$ cat config.mk
export PLATFORM = sky130hd
export DESIGN_NAME = wiener_multi_channel
export DESIGN_NICKNAME = d
export VERILOG_FILES = /design/src/rtl/wiener_multi_channel.sv
export SDC_FILE = /design/constraint.sdc
export NUM_CORES = 2
export LEC_CHECK = 0
export CORE_MARGIN = 8
export CORE_UTILIZATION = 50
export DETAILED_ROUTE_END_ITERATION = 8
export GPL_ROUTABILITY_DRIVEN = 0
export PLACE_DENSITY = 0.65
export SYNTH_ARGS = -nofsm -noshare
export SYNTH_HDL_FRONTEND = slang
export SYNTH_SLANG_ARGS = --single-unit
$ cat constraint.sdc
create_clock -name clk -period 15.87 [get_ports clk]
set_input_delay 3.174 -clock clk [delete_from_list [all_inputs] [get_ports clk]]
set_output_delay 3.174 -clock clk [all_outputs]
set_load 0.05 [all_outputs]
$ cat src/rtl/wiener_multi_channel.sv
`default_nettype none
// ============================================================================
// wiener_multi_channel: N-channel block-adaptive Wiener filter. Buffers a block,
// derives per-channel gain from block statistics, replays the block filtered.
// Optional feature macro: WIENER_BYPASS_EN (adds bypass input, forces unity gain).
// Revision: 1.0
// ============================================================================
module wiener_multi_channel #(
  parameter int DATA_WIDTH    = 8,
  parameter int NUM_CHANNELS  = 3,
  parameter int TOTAL_SAMPLES = 64,
  parameter int GAIN_BITS     = 8
) (
  input  logic                                 clk,
  input  logic                                 rst,
  input  logic                                 frame_start,
  input  logic                                 in_valid,
  output logic                                 in_ready,
  input  logic [NUM_CHANNELS*DATA_WIDTH-1:0]   in_data,
  input  logic [NUM_CHANNELS*2*DATA_WIDTH-1:0] noise_variance,
`ifdef WIENER_BYPASS_EN
  input  logic                                 bypass,
`endif
  output logic                                 out_valid,
  input  logic                                 out_ready,
  output logic [NUM_CHANNELS*DATA_WIDTH-1:0]   out_data,
  output logic                                 out_last,
  output logic [31:0]                          block_count,
  output logic                                 busy
);
  localparam int LOG2_S = $clog2(TOTAL_SAMPLES);
  localparam int SW     = DATA_WIDTH + LOG2_S;
  localparam int QW     = 2*DATA_WIDTH + LOG2_S;
  localparam int VW     = 2*DATA_WIDTH;
  localparam int GW     = GAIN_BITS + 1;
  localparam int CW     = $clog2(GW) + 1;
  localparam int PW     = GW + DATA_WIDTH + 2;
  localparam int PXW    = NUM_CHANNELS*DATA_WIDTH;
  localparam logic [LOG2_S-1:0] LAST_IDX = LOG2_S'(TOTAL_SAMPLES-1);

  typedef enum logic [2:0] {IDLE, COLLECT, STATS, DIVIDE, OUTPUT} state_t;

  state_t            state, next_state;
  logic [LOG2_S-1:0] wr_idx, rd_idx;
  logic [CW-1:0]     div_cnt;
  logic [PXW-1:0]    mem [TOTAL_SAMPLES];
  logic [PXW-1:0]    rd_word;
  logic              accept, last_emit;

  assign accept    = in_valid && in_ready;
  assign last_emit = out_valid && out_ready && (rd_idx == LAST_IDX);
  assign rd_word   = mem[rd_idx];

  always_comb begin
    next_state = state;
    in_ready   = 1'b0;
    out_valid  = 1'b0;
    out_last   = 1'b0;
    busy       = (state != IDLE);
    case (state)
      IDLE: begin
        in_ready = 1'b1;
        if (accept) next_state = COLLECT;
      end
      COLLECT: begin
        in_ready = 1'b1;
        if (accept && wr_idx == LAST_IDX) next_state = STATS;
      end
      STATS:  next_state = DIVIDE;
      DIVIDE: if (div_cnt == CW'(GAIN_BITS)) next_state = OUTPUT;
      OUTPUT: begin
        out_valid = 1'b1;
        out_last  = (rd_idx == LAST_IDX);
        if (last_emit) next_state = IDLE;
      end
      default: next_state = IDLE;
    endcase
  end

  always_ff @(posedge clk or posedge rst) begin
    if (rst) begin
      state       <= IDLE;
      wr_idx      <= '0;
      rd_idx      <= '0;
      div_cnt     <= '0;
      block_count <= '0;
    end else begin
      state <= next_state;
      if (accept) wr_idx <= wr_idx + LOG2_S'(1);
      if (out_valid && out_ready) rd_idx <= rd_idx + LOG2_S'(1);
      if (state == DIVIDE) div_cnt <= div_cnt + CW'(1);
      else                 div_cnt <= '0;
      // A coincident frame_start wins over the completion increment.
      if (frame_start)    block_count <= '0;
      else if (last_emit) block_count <= block_count + 32'd1;
    end
  end

  always_ff @(posedge clk) begin
    if (accept) mem[wr_idx] <= in_data;
  end

`ifdef WIENER_BYPASS_EN
  logic bypass_r;
  always_ff @(posedge clk or posedge rst) begin
    if (rst)                 bypass_r <= 1'b0;
    else if (state == STATS) bypass_r <= bypass;
  end
`endif

  for (genvar c = 0; c < NUM_CHANNELS; c++) begin : g_ch
    logic [SW-1:0]         sum;
    logic [QW-1:0]         sumsq;
    logic [DATA_WIDTH-1:0] mean_r, mean_c, xin, x;
    logic [VW-1:0]         var_r, var_c, ms, msq, noise_c;
    logic [VW:0]           rem;
    logic [GW-1:0]         quot, gain;
    logic                  pos_r;
    logic signed [PW-1:0]  dev, prod, filt;

    assign xin     = in_data[c*DATA_WIDTH +: DATA_WIDTH];
    assign x       = rd_word[c*DATA_WIDTH +: DATA_WIDTH];
    assign noise_c = noise_variance[c*VW +: VW];
    assign mean_c  = sum[SW-1:LOG2_S];
    assign ms      = sumsq[QW-1:LOG2_S];
    assign msq     = VW'(mean_c) * VW'(mean_c);
    assign var_c   = (ms > msq) ? ms - msq : '0;

`ifdef WIENER_BYPASS_EN
    assign gain = bypass_r ? {1'b1, {GAIN_BITS{1'b0}}} : quot;
`else
    assign gain = quot;
`endif

    assign dev  = $signed({{(PW-DATA_WIDTH){1'b0}}, x}) - $signed({{(PW-DATA_WIDTH){1'b0}}, mean_r});
    assign prod = dev * $signed({{(PW-GW){1'b0}}, gain});
    assign filt = $signed({{(PW-DATA_WIDTH){1'b0}}, mean_r}) + (prod >>> GAIN_BITS);

    always_comb begin
      out_data[c*DATA_WIDTH +: DATA_WIDTH] = '0;
      if (out_valid) begin
        if (filt < 0)
          out_data[c*DATA_WIDTH +: DATA_WIDTH] = '0;
        else if (filt > $signed({{(PW-DATA_WIDTH){1'b0}}, {DATA_WIDTH{1'b1}}}))
          out_data[c*DATA_WIDTH +: DATA_WIDTH] = {DATA_WIDTH{1'b1}};
        else
          out_data[c*DATA_WIDTH +: DATA_WIDTH] = filt[DATA_WIDTH-1:0];
      end
    end

    // Restoring division yields one quotient bit per cycle, integer bit first;
    // pos_r masks the var<=noise case (including var=0) to a zero gain.
    always_ff @(posedge clk or posedge rst) begin
      if (rst) begin
        sum    <= '0;
        sumsq  <= '0;
        mean_r <= '0;
        var_r  <= '0;
        pos_r  <= 1'b0;
        rem    <= '0;
        quot   <= '0;
      end else begin
        case (state)
          IDLE, COLLECT: begin
            if (accept) begin
              if (state == IDLE) begin
                sum   <= SW'(xin);
                sumsq <= QW'(VW'(xin) * VW'(xin));
              end else begin
                sum   <= sum + SW'(xin);
                sumsq <= sumsq + QW'(VW'(xin) * VW'(xin));
              end
            end
          end
          STATS: begin
            mean_r <= mean_c;
            var_r  <= var_c;
            pos_r  <= (var_c > noise_c);
            rem    <= (var_c > noise_c) ? {1'b0, var_c - noise_c} : '0;
            quot   <= '0;
          end
          DIVIDE: begin
            if (pos_r && rem >= {1'b0, var_r}) begin
              rem  <= (rem - {1'b0, var_r}) << 1;
              quot <= {quot[GW-2:0], 1'b1};
            end else begin
              rem  <= rem << 1;
              quot <= {quot[GW-2:0], 1'b0};
            end
          end
          default: ;
        endcase
      end
    end
  end

endmodule
`default_nettype wire
==> summary.txt <==
Run status
  • Outcome: finished, final reports clean

Synth
  • Xor/xnor share of the synthesized area: 3.29%
  • Syn Inst Count: 8,002
  • Post-synth EDFFs: 1,536
  • Top_reg_cell synth: edfxtp_1
  • Synth Area in Compound Gates: 9.17%
  • Netlist cell types: 82
  • Avg Inst Size Synth: 12.7 um^2
  • Ys Warns: 0
  • Largest family of logic cells by synthesized area: adder cells
  • Simple-Gate Fraction of Synth Area: 8.15%
  • Mux share of post-synthesis cell area: 8.91%
  • Adder-Cell Fraction of Synth Area: 13.6%
  • Sequential-to-total area share from yosys stat: 53.1%
  • Synth Register Bits: 1,849
  • Async S/R FF share, synth: 16.9%
  • Mapped Area: 102,000 um^2

Cells and area
  • Share of layout cells above drive strength 1: 11.7%
  • Area Growth Syn to Fin: 11.4%
  • Layout Nets: 9,187
  • # fillers: 16,300

Worst setup path
  • CP most frequent cell: fa_1
  • Reg2reg path depth: 39
  • Crit path capture type: output port
  • Kind of critical path: reg2out
  • Reg2Reg Capture Point: g_ch[1].rem[14]
  • R2R Setup Slk: 5.91 ns
  • Worst Setup EP: out_data[20]
  • Worst Setup Start Kind: register
  • Worst-path fanout max: 25
  • Largest stage delay on the critical path: 0.70 ns
  • Crit path required time: 12.70 ns
  • Reg-to-reg startpoint: g_ch[1].sum[7]
  • CP startpoint: rd_idx[2]
  • WP data arrival: 12.17 ns
  • Slowest CP cell: a211oi_1

Min path
  • HP Class: reg2reg
  • Hold Crit Start: g_ch[0].var_r[12]

Clock tree
  • Reg clk slew, reported paths: 0.06 ns
  • H-tree level count: 4
  • Root Driver: clkbuf_16
  • CTS tree: built
  • Num CTS Buffers: 185
  • Clk buf depth: 3
  • Clock sink count: 1,849
  • Hold Buf Count CTS: 0
  • Clock latency on the worst-skew pair: 0.85 ns

Floorplanning
  • # rows: 165
  • Num ports: 137
  • Initial Utilization: 50.3%
  • Core Box Area: 202,000 um^2
  • Die width: 467 um
  • Die H: 467 um
  • Die area: 218,000 um^2

Placed design
  • Input/output buffers: 136
  • Hpwl dp: 168,000 um

STA
  • Clock Skews: 0.0403 ns
  • Final hold vios: 0
  • Pins Over Slew Limit: 0
  • RSZ-0062 raised after global routing: no
  • Final setup violation count: 0
  • Final period util: 96.7%
  • FMAX: 0.0652 GHz
  • Crit path time final: 15.34 ns
  • Tightest Pin Transition: 1.24 ns
  • Max_slew headroom: 16.8%
  • TNS Setup: 0 ns

Power and ir drop
  • Leak pwr: 44.8 nW
  • Overall power: 23.1 mW
  • Pwr dens: 204 nW/um^2
  • Max rail drop VDD: 0.000180 V

Route
  • Vias per cell: 5.90
  • DRT iter0 DRCs: 5,488
  • Routed length per instance: 23.7 um
  • Routed WL: 262,000 um
  • DRC violations left: 0
  • ANT nets after route: 0
  • Pre-Repair DR Iteration Count: 6
  • Vias: 65,000

Global route
  • Largest net degree at the start of global routing: 148
  • GRT Overall Usage: 23.7%
  • Vias in the first global route: 66,000
  • Initial antenna violation count: 8
  • Grt ovf: 0
  • First-pass GRT wire length: 397,000 um

Run
  • Max-Cap Viols: 0
-- registers in the layout, indices dropped and copies added (netlist names) --
name,cells
g_ch.sum,42
block_count,32
mem,1536
div_cnt,5
rd_idx,6
g_ch.mean_r,24
g_ch.rem,51
g_ch.sumsq,66
g_ch.gain,27
wr_idx,6
g_ch.pos_r,3
state,3
g_ch.var_r,48
-- placed cells by master (no fill, tap or decap), drive strengths merged, types with 21 or more instances in the layout --
master / synthesis / final
clkinv: 0 / 73
o211ai: 24 / 24
o21a: 46 / 46
o221ai: 168 / 168
bufinv: 0 / 21
dfrtp: 313 / 313
or3: 40 / 40
a21boi: 21 / 21
nor2: 438 / 438
nor2b: 61 / 61
and2: 219 / 220
o31ai: 47 / 47
a211oi: 68 / 68
inv: 666 / 673
nand2: 605 / 605
a31oi: 25 / 25
o22ai: 76 / 76
xor2: 169 / 169
mux4: 192 / 192
nor3: 91 / 91
edfxtp: 1536 / 1536
nand4: 35 / 35
clkdlybuf4s50: 0 / 88
and3: 39 / 39
mux2i: 347 / 347
or2: 27 / 27
clkbuf: 271 / 231
a221oi: 26 / 26
o21bai: 26 / 26
fa: 312 / 312
buf: 77 / 256
o21ai: 298 / 298
a21oi: 359 / 359
ha: 609 / 609
nand3: 107 / 107
nand2b: 65 / 66
a21o: 104 / 104
mux2: 112 / 112
xnor2: 213 / 213
-- worst min path at each step --
| stage | depth (start not counted) | endpoint | slack [ns] |
|---|---|---|---|
| after floorplan | 2 | g_ch[2].pos_r | 0.44 |
| after global placement | 2 | g_ch[2].pos_r | 0.46 |
| after detailed placement | 2 | g_ch[2].pos_r | 0.46 |
| after CTS | 2 | g_ch[1].var_r[3] | 0.48 |
| after global routing | 2 | g_ch[0].var_r[14] | 0.49 |
| final | 2 | g_ch[0].var_r[12] | 0.48 |
-- where the power goes --
part / internal, mW / switching [mW]
Combinational: 5.13 / 7.61
Sequential: 5.60 / 0.347
Clock: 2.55 / 1.91
-- kinds of logic after synthesis --
group | count (synthesis)
multiplexers | 651
adder cells (fa/ha/maj) | 921
flip-flops | 1849
other | 2
XOR/XNOR | 382
AND/OR/NAND/NOR | 1770
AO/OA/AOI/OAI | 1413
buffers and inverters | 1014
-- synth_stat cells (9+ instances only) --
| cell | instances | area, um^2 |
|---|---|---|
| o21a_1 | 46 | 345 |
| buf_1 | 70 | 263 |
| a22oi_1 | 19 | 143 |
| or2_2 | 27 | 169 |
| nor2_1 | 438 | 1640 |
| a31oi_1 | 25 | 156 |
| a211o_1 | 14 | 123 |
| xor2_1 | 169 | 1480 |
| o21bai_1 | 26 | 195 |
| dfrtp_1 | 313 | 7830 |
| ha_1 | 609 | 7620 |
| a21oi_1 | 359 | 1800 |
| mux2i_1 | 347 | 3470 |
| mux2_2 | 111 | 1250 |
| and2_1 | 219 | 1370 |
| nor3_1 | 91 | 455 |
| o22ai_1 | 76 | 475 |
| fa_1 | 312 | 6250 |
| nor2b_1 | 61 | 382 |
| o221ai_1 | 168 | 1470 |
| o211ai_1 | 24 | 180 |
| mux4_2 | 192 | 4320 |
| nand4_1 | 35 | 219 |
| o21ai_1 | 15 | 75.1 |
| nand3_1 | 107 | 536 |
| nand2b_1 | 65 | 407 |
| a221oi_1 | 26 | 228 |
| a221o_1 | 19 | 190 |
| edfxtp_1 | 1536 | 46100 |
| and3_1 | 39 | 244 |
| o21ai_0 | 283 | 1420 |
| xnor2_1 | 213 | 1870 |
| a211oi_1 | 68 | 510 |
| nor3b_1 | 10 | 75.1 |
| inv_1 | 666 | 2500 |
| and4_1 | 9 | 78.8 |
| clkbuf_1 | 271 | 1020 |
| nand2_1 | 605 | 2270 |
| o31ai_1 | 47 | 353 |
| a21o_1 | 104 | 781 |
| or3_1 | 40 | 250 |
| a21boi_0 | 21 | 158 |
-- layout make-up --
| type | instances | area, um^2 | area share (%) |
|---|---|---|---|
| Sequential cell | 1849 | 54000 | 47.7 |
| Multi-Input combinational cell | 5143 | 44200 | 39.0 |
| Clock buffer | 231 | 4910 | 4.34 |
| Tap cell | 2672 | 3340 | 2.95 |
| Timing Repair Buffer | 344 | 3010 | 2.66 |
| Inverter | 666 | 2510 | 2.21 |
| Clock inverter | 108 | 1270 | 1.12 |
| Antenna cell | 2 | 5.00 | 0.00442 |
-- routing by layer --
metal / wire, um / up-vias / track usage, %
li1: - / 29600 / -
met1: 111000 / 33000 / 32.2
met2: 124000 / 1956 / 39.4
met3: 17500 / 395 / 3.52
met4: 8450 / 2 / 7.52
met5: 13 / - / 0
-- metrics by stage --
step                      cells  util [%]  hold WS (ns)  area [um^2]  worst slack [ns]
after floorplan            8004         -         0.441       102000              2.13
after global placement    10700      52.8         0.461       107000             0.909
after detailed placement  10700      52.8         0.464       107000             0.860
after CTS                 11000      55.9         0.479       113000            0.0610
after global routing      11000      56.0         0.490       113000            0.0637
final                     11000      56.0         0.476       113000             0.527
-- critical path, delay by kind of cell, from the launching register on --
family                     cells  cell delay (ns)
buffers and inverters          7             0.97
DFF                            1             0.64
AOI/OAI and AO/OA             15             3.59
and+or+nand+nor               12             2.37
adders and majority gates      9             3.71
-- what timing repair did --
action,in CTS,in global routing
resized for setup,2,11
cloned,0,2
pin swaps,0,2
setup endpoints to repair,14,24
setup buffers,0,12
(Power assumes the default switching activity.)
